[config.mk]
export PLATFORM = sky130hd
export DESIGN_NAME = fetch_stage_ctrl
export DESIGN_NICKNAME = d
export VERILOG_FILES = /design/src/rtl/fetch_stage_ctrl.sv
export SDC_FILE = /design/constraint.sdc
export NUM_CORES = 1
export LEC_CHECK = 0
export CAP_MARGIN = 20
export CORE_MARGIN = 3
export CORE_UTILIZATION = 50
export DETAILED_ROUTE_END_ITERATION = 12
export PLACE_DENSITY = 0.93
export SYNTH_ARGS = -nofsm -noshare
export SYNTH_HDL_FRONTEND = slang
export SYNTH_SLANG_ARGS = --single-unit
[constraint.sdc]
create_clock -name clk -period 4.48 [get_ports clk]
set_input_delay 0.896 -clock clk [delete_from_list [all_inputs] [get_ports clk]]
set_output_delay 0.896 -clock clk [all_outputs]
set_load 0.02 [all_outputs]
[src/rtl/fetch_stage_ctrl.sv]
// rtl/fetch_stage_ctrl.sv - PC register, I-cache fetch port and IF/ID register of the 5-stage core
//
// Ports:
//   clk, rst                       rising-edge clock, synchronous active-high reset
//   PCWrite, IFIDWrite             hazard unit load-use holds (0 = hold)
//   Flush, BranchTarget            ID-stage redirect and its target address
//   ICACHE_stall, DCACHE_stall     cache misses; either one freezes the fetch stage
//   ICACHE_rdata                   instruction word at ICACHE_addr
//   ICACHE_ren, ICACHE_addr        fetch request and word address (PC[31:2])
//   IFID_PC4, IFID_Inst, IFID_Valid  IF/ID pipeline register
//   CntLoadUse, CntFlush, CntFreeze  saturating event counters
module fetch_stage_ctrl #(
  parameter logic [31:0] PC_RESET = 32'h0000_0000,
  parameter int          CNT_W    = 16
) (
  input  logic             clk,
  input  logic             rst,
  input  logic             PCWrite,
  input  logic             IFIDWrite,
  input  logic             Flush,
  input  logic [31:0]      BranchTarget,
  input  logic             ICACHE_stall,
  input  logic             DCACHE_stall,
  input  logic [31:0]      ICACHE_rdata,
  output logic             ICACHE_ren,
  output logic [29:0]      ICACHE_addr,
  output logic [31:0]      IFID_PC4,
  output logic [31:0]      IFID_Inst,
  output logic             IFID_Valid,
  output logic [CNT_W-1:0] CntLoadUse,
  output logic [CNT_W-1:0] CntFlush,
  output logic [CNT_W-1:0] CntFreeze
);

  typedef enum logic [1:0] {BOOT, RUN, FREEZE} state_t;

  state_t      state, state_nxt;
  logic [31:0] pc, pc_nxt, pc_plus4;
  logic [31:0] ifid_pc4_nxt, ifid_inst_nxt;
  logic        ifid_valid_nxt;
  logic        freeze;
  logic        inc_load_use, inc_flush, inc_freeze;

  assign freeze      = ICACHE_stall | DCACHE_stall;
  assign pc_plus4    = pc + 32'd4;
  assign ICACHE_addr = pc[31:2];
  assign ICACHE_ren  = !rst && (state != BOOT);

  always_comb begin
    state_nxt      = state;
    pc_nxt         = pc;
    ifid_pc4_nxt   = IFID_PC4;
    ifid_inst_nxt  = IFID_Inst;
    ifid_valid_nxt = IFID_Valid;
    inc_load_use   = 1'b0;
    inc_flush      = 1'b0;
    inc_freeze     = 1'b0;
    case (state)
      BOOT: state_nxt = RUN;
      RUN, FREEZE: begin
        // The cycle leaving FREEZE already fetches, so both states share the datapath.
        state_nxt = freeze ? FREEZE : RUN;
        if (freeze) begin
          // Flush is left pending: the frozen ID stage keeps asserting it.
          inc_freeze = 1'b1;
        end else if (!PCWrite) begin
          // Branch operands are not ready during a load-use stall, so Flush waits.
          inc_load_use = 1'b1;
        end else if (Flush) begin
          pc_nxt         = BranchTarget & ~32'h3;
          ifid_pc4_nxt   = pc_plus4;
          ifid_inst_nxt  = 32'h0;
          ifid_valid_nxt = 1'b0;
          inc_flush      = 1'b1;
        end else begin
          pc_nxt = pc_plus4;
          if (IFIDWrite) begin
            ifid_pc4_nxt   = pc_plus4;
            ifid_inst_nxt  = ICACHE_rdata;
            ifid_valid_nxt = 1'b1;
          end
        end
      end
      default: state_nxt = BOOT;
    endcase
  end

  always_ff @(posedge clk) begin
    if (rst) begin
      state      <= BOOT;
      pc         <= PC_RESET;
      IFID_PC4   <= 32'h0;
      IFID_Inst  <= 32'h0;
      IFID_Valid <= 1'b0;
      CntLoadUse <= '0;
      CntFlush   <= '0;
      CntFreeze  <= '0;
    end else begin
      state      <= state_nxt;
      pc         <= pc_nxt;
      IFID_PC4   <= ifid_pc4_nxt;
      IFID_Inst  <= ifid_inst_nxt;
      IFID_Valid <= ifid_valid_nxt;
      if (inc_load_use && (CntLoadUse != '1)) CntLoadUse <= CntLoadUse + 1'b1;
      if (inc_flush    && (CntFlush   != '1)) CntFlush   <= CntFlush + 1'b1;
      if (inc_freeze   && (CntFreeze  != '1)) CntFreeze  <= CntFreeze + 1'b1;
    end
  end

  // The hazard unit never advances PC while holding IF/ID; doing so would drop an instruction.
  hazard_combo_legal: assert property (@(posedge clk) disable iff (rst)
    ((state != BOOT) && !freeze) |-> !(PCWrite && !IFIDWrite));

endmodule

### After elaboration in Yosys (flattened, before gate mapping)

Cells that the tools add are included.

* register bits: 147
* bits of input ports: 71
* output and inout bits: 144
* word-level logic and storage cells: 48

* add/subtract/negate cells: 4
* eq/ne operators: 5
* multiplexer cells: 18
* bitwise logic cells: 2
* reduce and logical (&&, ||, !) cells: 11

Operators with widths (count)
* 2-to-1 mux 32 bit: 5
* adder 16 x 1 -> 16 bit, second input constant: 3
* inequality test 16 bit, second input constant: 3
* adder 32 x 3 -> 32 bit, second input constant: 1
* 2-to-1 mux 1 bit: 11
* logical AND 1 bit: 4
* one-hot mux 2 bit (2 select lines): 1
* AND reduction 4 bit: 1
* nonzero test 2 bit: 2
* AND reduction 3 bit: 1
* == test 2 x 1 -> 1 bit, second input constant: 1
* == test 2 bit, second input constant: 1
* zero test 2 bit: 1
* 2-to-1 mux 2 bit: 1
* OR reduction 2 bit: 1
* zero test 1 bit: 1
* NOT 1 bit: 1
* OR 1 bit: 1

### Logic depth before layout (Yosys ltp)

* depth after elaboration: 5
* depth in mapped cells: 8
* gate-level depth less buffers: 7

### Worst setup path before layout

OpenSTA, ideal clock, no wires.

* path type: in2out
* from: input port rst
* to: output port ICACHE_ren
* data arrival time: 1.849 ns
* data required time: 3.584 ns
* setup slack: 1.735 ns
* stages: 4
* path buffers: 3
* cell sequence: clkbuf_1 > clkbuf_1 > buf_1 > nor2_1

* longest elaborated chain between the ends: 2

Ends and longest elaborated chain
* start, declared: RTL line 17 `input logic rst,`
* zero test 1 bit: RTL line 47 `assign ICACHE_ren = !rst && (state != BOOT);`
* logical AND 1 bit: RTL line 47
* end, declared: RTL line 25 `output logic ICACHE_ren,`

No other way between the ends.

### Worst setup path in the final report

* from: input port ICACHE_stall
* to: register CntFlush[4]

* longest elaborated chain between the ends: 4

Ends and longest elaborated chain
* start, declared: RTL line 22 `input logic ICACHE_stall,`
* OR 1 bit: RTL line 44 `assign freeze = ICACHE_stall | DCACHE_stall;`
* 2-to-1 mux 1 bit: RTL line 63 `if (freeze) begin`
* 2-to-1 mux 1 bit: RTL line 58 `case (state)`
* logical AND 1 bit: RTL line 105 `if (inc_flush && (CntFlush != '1)) CntFlush <= CntFlush + 1'b1;`
* end signal, assigned: RTL line 105
* end, declared: RTL line 31 `output logic [CNT_W-1:0] CntFlush,`

No other way between the ends.
A chain may end at the register's enable or synchronous reset.

==> impl_metrics.csv <==
group,metric,value,unit
run_status,status,"finished clean",
logic_synthesis,post_synth_instance_area,0.006700,mm²
placement,postPlaceCellArea,0.008866,mm²
logic_synthesis,synth-async-reset-ratio,0,%
timing,worst_pin_slew,1.002,ns
clock_network,cts.path.max_buffers,2,
die,placementRows,41,
grt,first_global_vias,6490,
grt,grt_overflow_total,0,
worst_hold_path,timing.hold.worst.class,"reg2reg",
worst_setup_path,cp-end-kind,"flip-flop",
timing,setup-tns-final,0,ns
grt,grt_use_met2,44.48,%
timing,fin_crit,2.880,ns
logic_synthesis,ys.flop_type,"sky130_fd_sc_hd__dfxtp_1",
die,die_height,121.8,µm
timing,final.period_utilization,64.28,%
logic_synthesis,ys_seq_area_share,42.73,%
logic_synthesis,synth_top_area_share,42.73,%
placement,numPlacedInstances,1142,
clock_network,postCtsHoldBufs,0,
route,final_antenna_net_count,0,
route,totalWireLength,20030,µm
placement,routabilityCongestion,0.9117,
pwr,power.clock.fraction,46.4,%
die,die_width,121.8,µm
placement,dp_hpwl,13320,µm
pwr,switching_power,0.7342,mW
clock_network,cts.sink_count,143,
route,drcViolationCount,0,
route,drt_pre_antenna_iters,5,
die,floorplan.core_area,0.01288,mm²
clock_network,ctsResizeCount,0,
finish,nNetsFinal,1066,
logic_synthesis,yosys_warnings,0,
die,floorplan.die_area,0.01483,mm²
worst_setup_path,crit_type,"in2reg",
grt,use_met1,33.49,%
logic_synthesis,synth.largest_area_cell,"sky130_fd_sc_hd__dfxtp_1",
pwr,pwr_density_cell,328.0,mW/mm²
worst_setup_path,start_kind,"input pin",
timing,final-setup-viol-count,0,
route,drtIter0Drc,785,
clock_network,cts_root_buffer,"sky130_fd_sc_hd__clkbuf_16",
finish,non_filler_cells_final,1175,
die,design.portCount,215,
grt,grt_first_pass_wirelength,32110,µm
clock_network,clkTransAtPathRegs,0.06,ns
grt,gr-max-usage-layer,"met2",
timing,slew-limit-headroom,32.68,%
pwr,swShare,23.62,%
die,initial_utilization,52.04,%
clock_network,total_setup_buffers_inserted_after_cts,0,
clock_network,h-tree-depth,4,
logic_synthesis,netlist-cell-type-count,60,
worst_setup_path,timing.critical_path.required,4.82,ns
flow_run,max-cap-violations,0,
logic_synthesis,synth_seq_cells,143,
worst_setup_path,worstPathMaxFanout,31,
route,vias,6847,
pwr,power.combinational.fraction,10.6,%
finish,drive_above_1_share,5.689,%
pwr,power_leakage,3.227,nW
timing,clock.fmax,347.2,MHz
pwr,internal_power_component,2.374,mW
worst_setup_path,crit_arrival,3.22,ns
finish,layout-area-overhead-vs-synth,41.44,%
pwr,worst_case_vdd_ir_drop,244.6,µV
logic_synthesis,syn-instance-count,806,
route,detail_route.vias_per_cell,5.827,
grt,met3_usage,9.053,%
timing,unrepaired_setup_endpoints_after_global_routing,"false",
placement,numPortBuffers,210,
logic_synthesis,syn-mean-instance-area,8.313,µm²
finish,fill_cells,943,
finish,post-route-cell-area,0.009477,mm²
logic_synthesis,synthMostInstantiatedCell,"sky130_fd_sc_hd__dfxtp_1",
grt,antenna_violations_before_repair,1,
pwr,seqPwrFrac,43.0,%
grt,grt_use_total,26.92,%
clock_network,clk_latency,0.42,ns
logic_synthesis,netlist_top_cells_area,"sky130_fd_sc_hd__dfxtp_1 43%, sky130_fd_sc_hd__nor2_1 7.2%, sky130_fd_sc_hd__a22oi_1 4.7%, sky130_fd_sc_hd__xor2_1 4.6%, sky130_fd_sc_hd__a21oi_1 3.8%",
pwr,fin_total_pwr,3.108,mW
clock_network,numCtsBuffers,17,
logic_synthesis,most_common_library_cells_after_synthesis,"143 x sky130_fd_sc_hd__dfxtp_1, 129 x sky130_fd_sc_hd__nor2_1, 51 x sky130_fd_sc_hd__a21oi_1, 48 x sky130_fd_sc_hd__o21ai_0, 47 x sky130_fd_sc_hd__clkbuf_1",
timing,final_max_slew_viol_count,0,
clock_network,cts_tree,"done",
timing,final-hold-violation-count,0,
grt,grt_max_degree,75,
logic_synthesis,edff_count_synth,0,
route,wire_per_inst,17.05,µm
timing,fin_worst_skew,0.009850,ns
stage by stage:
stage	hold WS [ns]	setup WS [ns]	utilization, %
floorplan	0.5345	1.735	-
global placement	0.4431	1.220	68.86
detailed placement	0.4480	1.190	68.86
CTS	0.4563	1.600	73.58
global route	0.5019	1.476	73.58
finish	0.4546	1.600	73.60
worst paths after layout:
| kind | startpoint | end | slack, ns | depth (start not counted) |
|---|---|---|---|---|
| min | IFID_PC4[3] | IFID_PC4[3] | 0.45 | 2 |
| max reg2reg | pc[2] | pc[22] | 1.94 | 6 |
| min reg2reg | IFID_PC4[3] | IFID_PC4[3] | 0.45 | 2 |
| max | ICACHE_stall | CntFlush[4] | 1.60 | 7 |
layer usage:
metal	vias up	part of all wire, %
met5	-	0.065
met1	3219	42
li1	3296	-
met3	33	8.3
met2	297	48
met4	2	1.6
flip-flops by register name (all words and copies together), names as in the netlist:
register	cells
state	2
IFID_PC4	30
IFID_Inst	32
CntLoadUse	16
pc	30
IFID_Valid	1
CntFlush	16
CntFreeze	16
cell type report:
type / instances / area, µm² / area share, %
multi-input cells: 600 / 3596 / 37.95
flip-flops and latches: 143 / 2863 / 30.21
repair buffers: 219 / 2162 / 22.81
clock buffers: 21 / 470.5 / 4.964
well taps: 172 / 215.2 / 2.271
clock inverters: 11 / 137.6 / 1.452
inverters: 8 / 30.03 / 0.3169
diodes: 1 / 2.502 / 0.02641
worst max-delay path, stage by stage:
cell and delay [ns]:
sky130_fd_sc_hd__clkdlybuf4s50_1 0.51, sky130_fd_sc_hd__nand4bb_1 0.36, sky130_fd_sc_hd__buf_4 0.32, sky130_fd_sc_hd__nor2_2 0.37, sky130_fd_sc_hd__o21ai_1 0.24, sky130_fd_sc_hd__or3_1 0.39, sky130_fd_sc_hd__a21oi_1 0.14
logic make-up (layout without fill, tap and decap cells):
kind of cell / count (synthesis) / after routing / synth area share, %
compound gates: 215 / 215 / 20.52
xor+xnor: 57 / 57 / 7.451
fa+ha+maj: 6 / 6 / 1.120
buf+inv: 64 / 259 / 3.828
flops: 143 / 143 / 42.73
mux: 5 / 5 / 0.7470
other cells: 1 / 3 / 0.05597
simple gates: 315 / 315 / 23.55
layout by cell type (no fill, tap or decap), drive strengths merged, types with 10 or more instances in the layout:
cell type and instances:
a211oi 18, a21oi 51, a22oi 42, a31oi 15, and3 20, buf 11, clkbuf 21, clkdlybuf4s50 208
dfxtp 143, nand2 39, nand3 38, nand4 17, nor2 131, nor3 23, nor4 10, o21ai 51
xnor2 22, xor2 35
power by group through the flow:
stage	Sequential [mW]	Clock [mW]	Combinational, mW
after CTS	1.34	1.46	0.331
after floorplan	1.39	0	0.138
after detailed placement	1.36	0	0.327
after global placement	1.36	0	0.320
after global routing	1.34	1.52	0.357
final	1.34	1.44	0.331
Note: power is estimated with default switching activity, not from simulation.
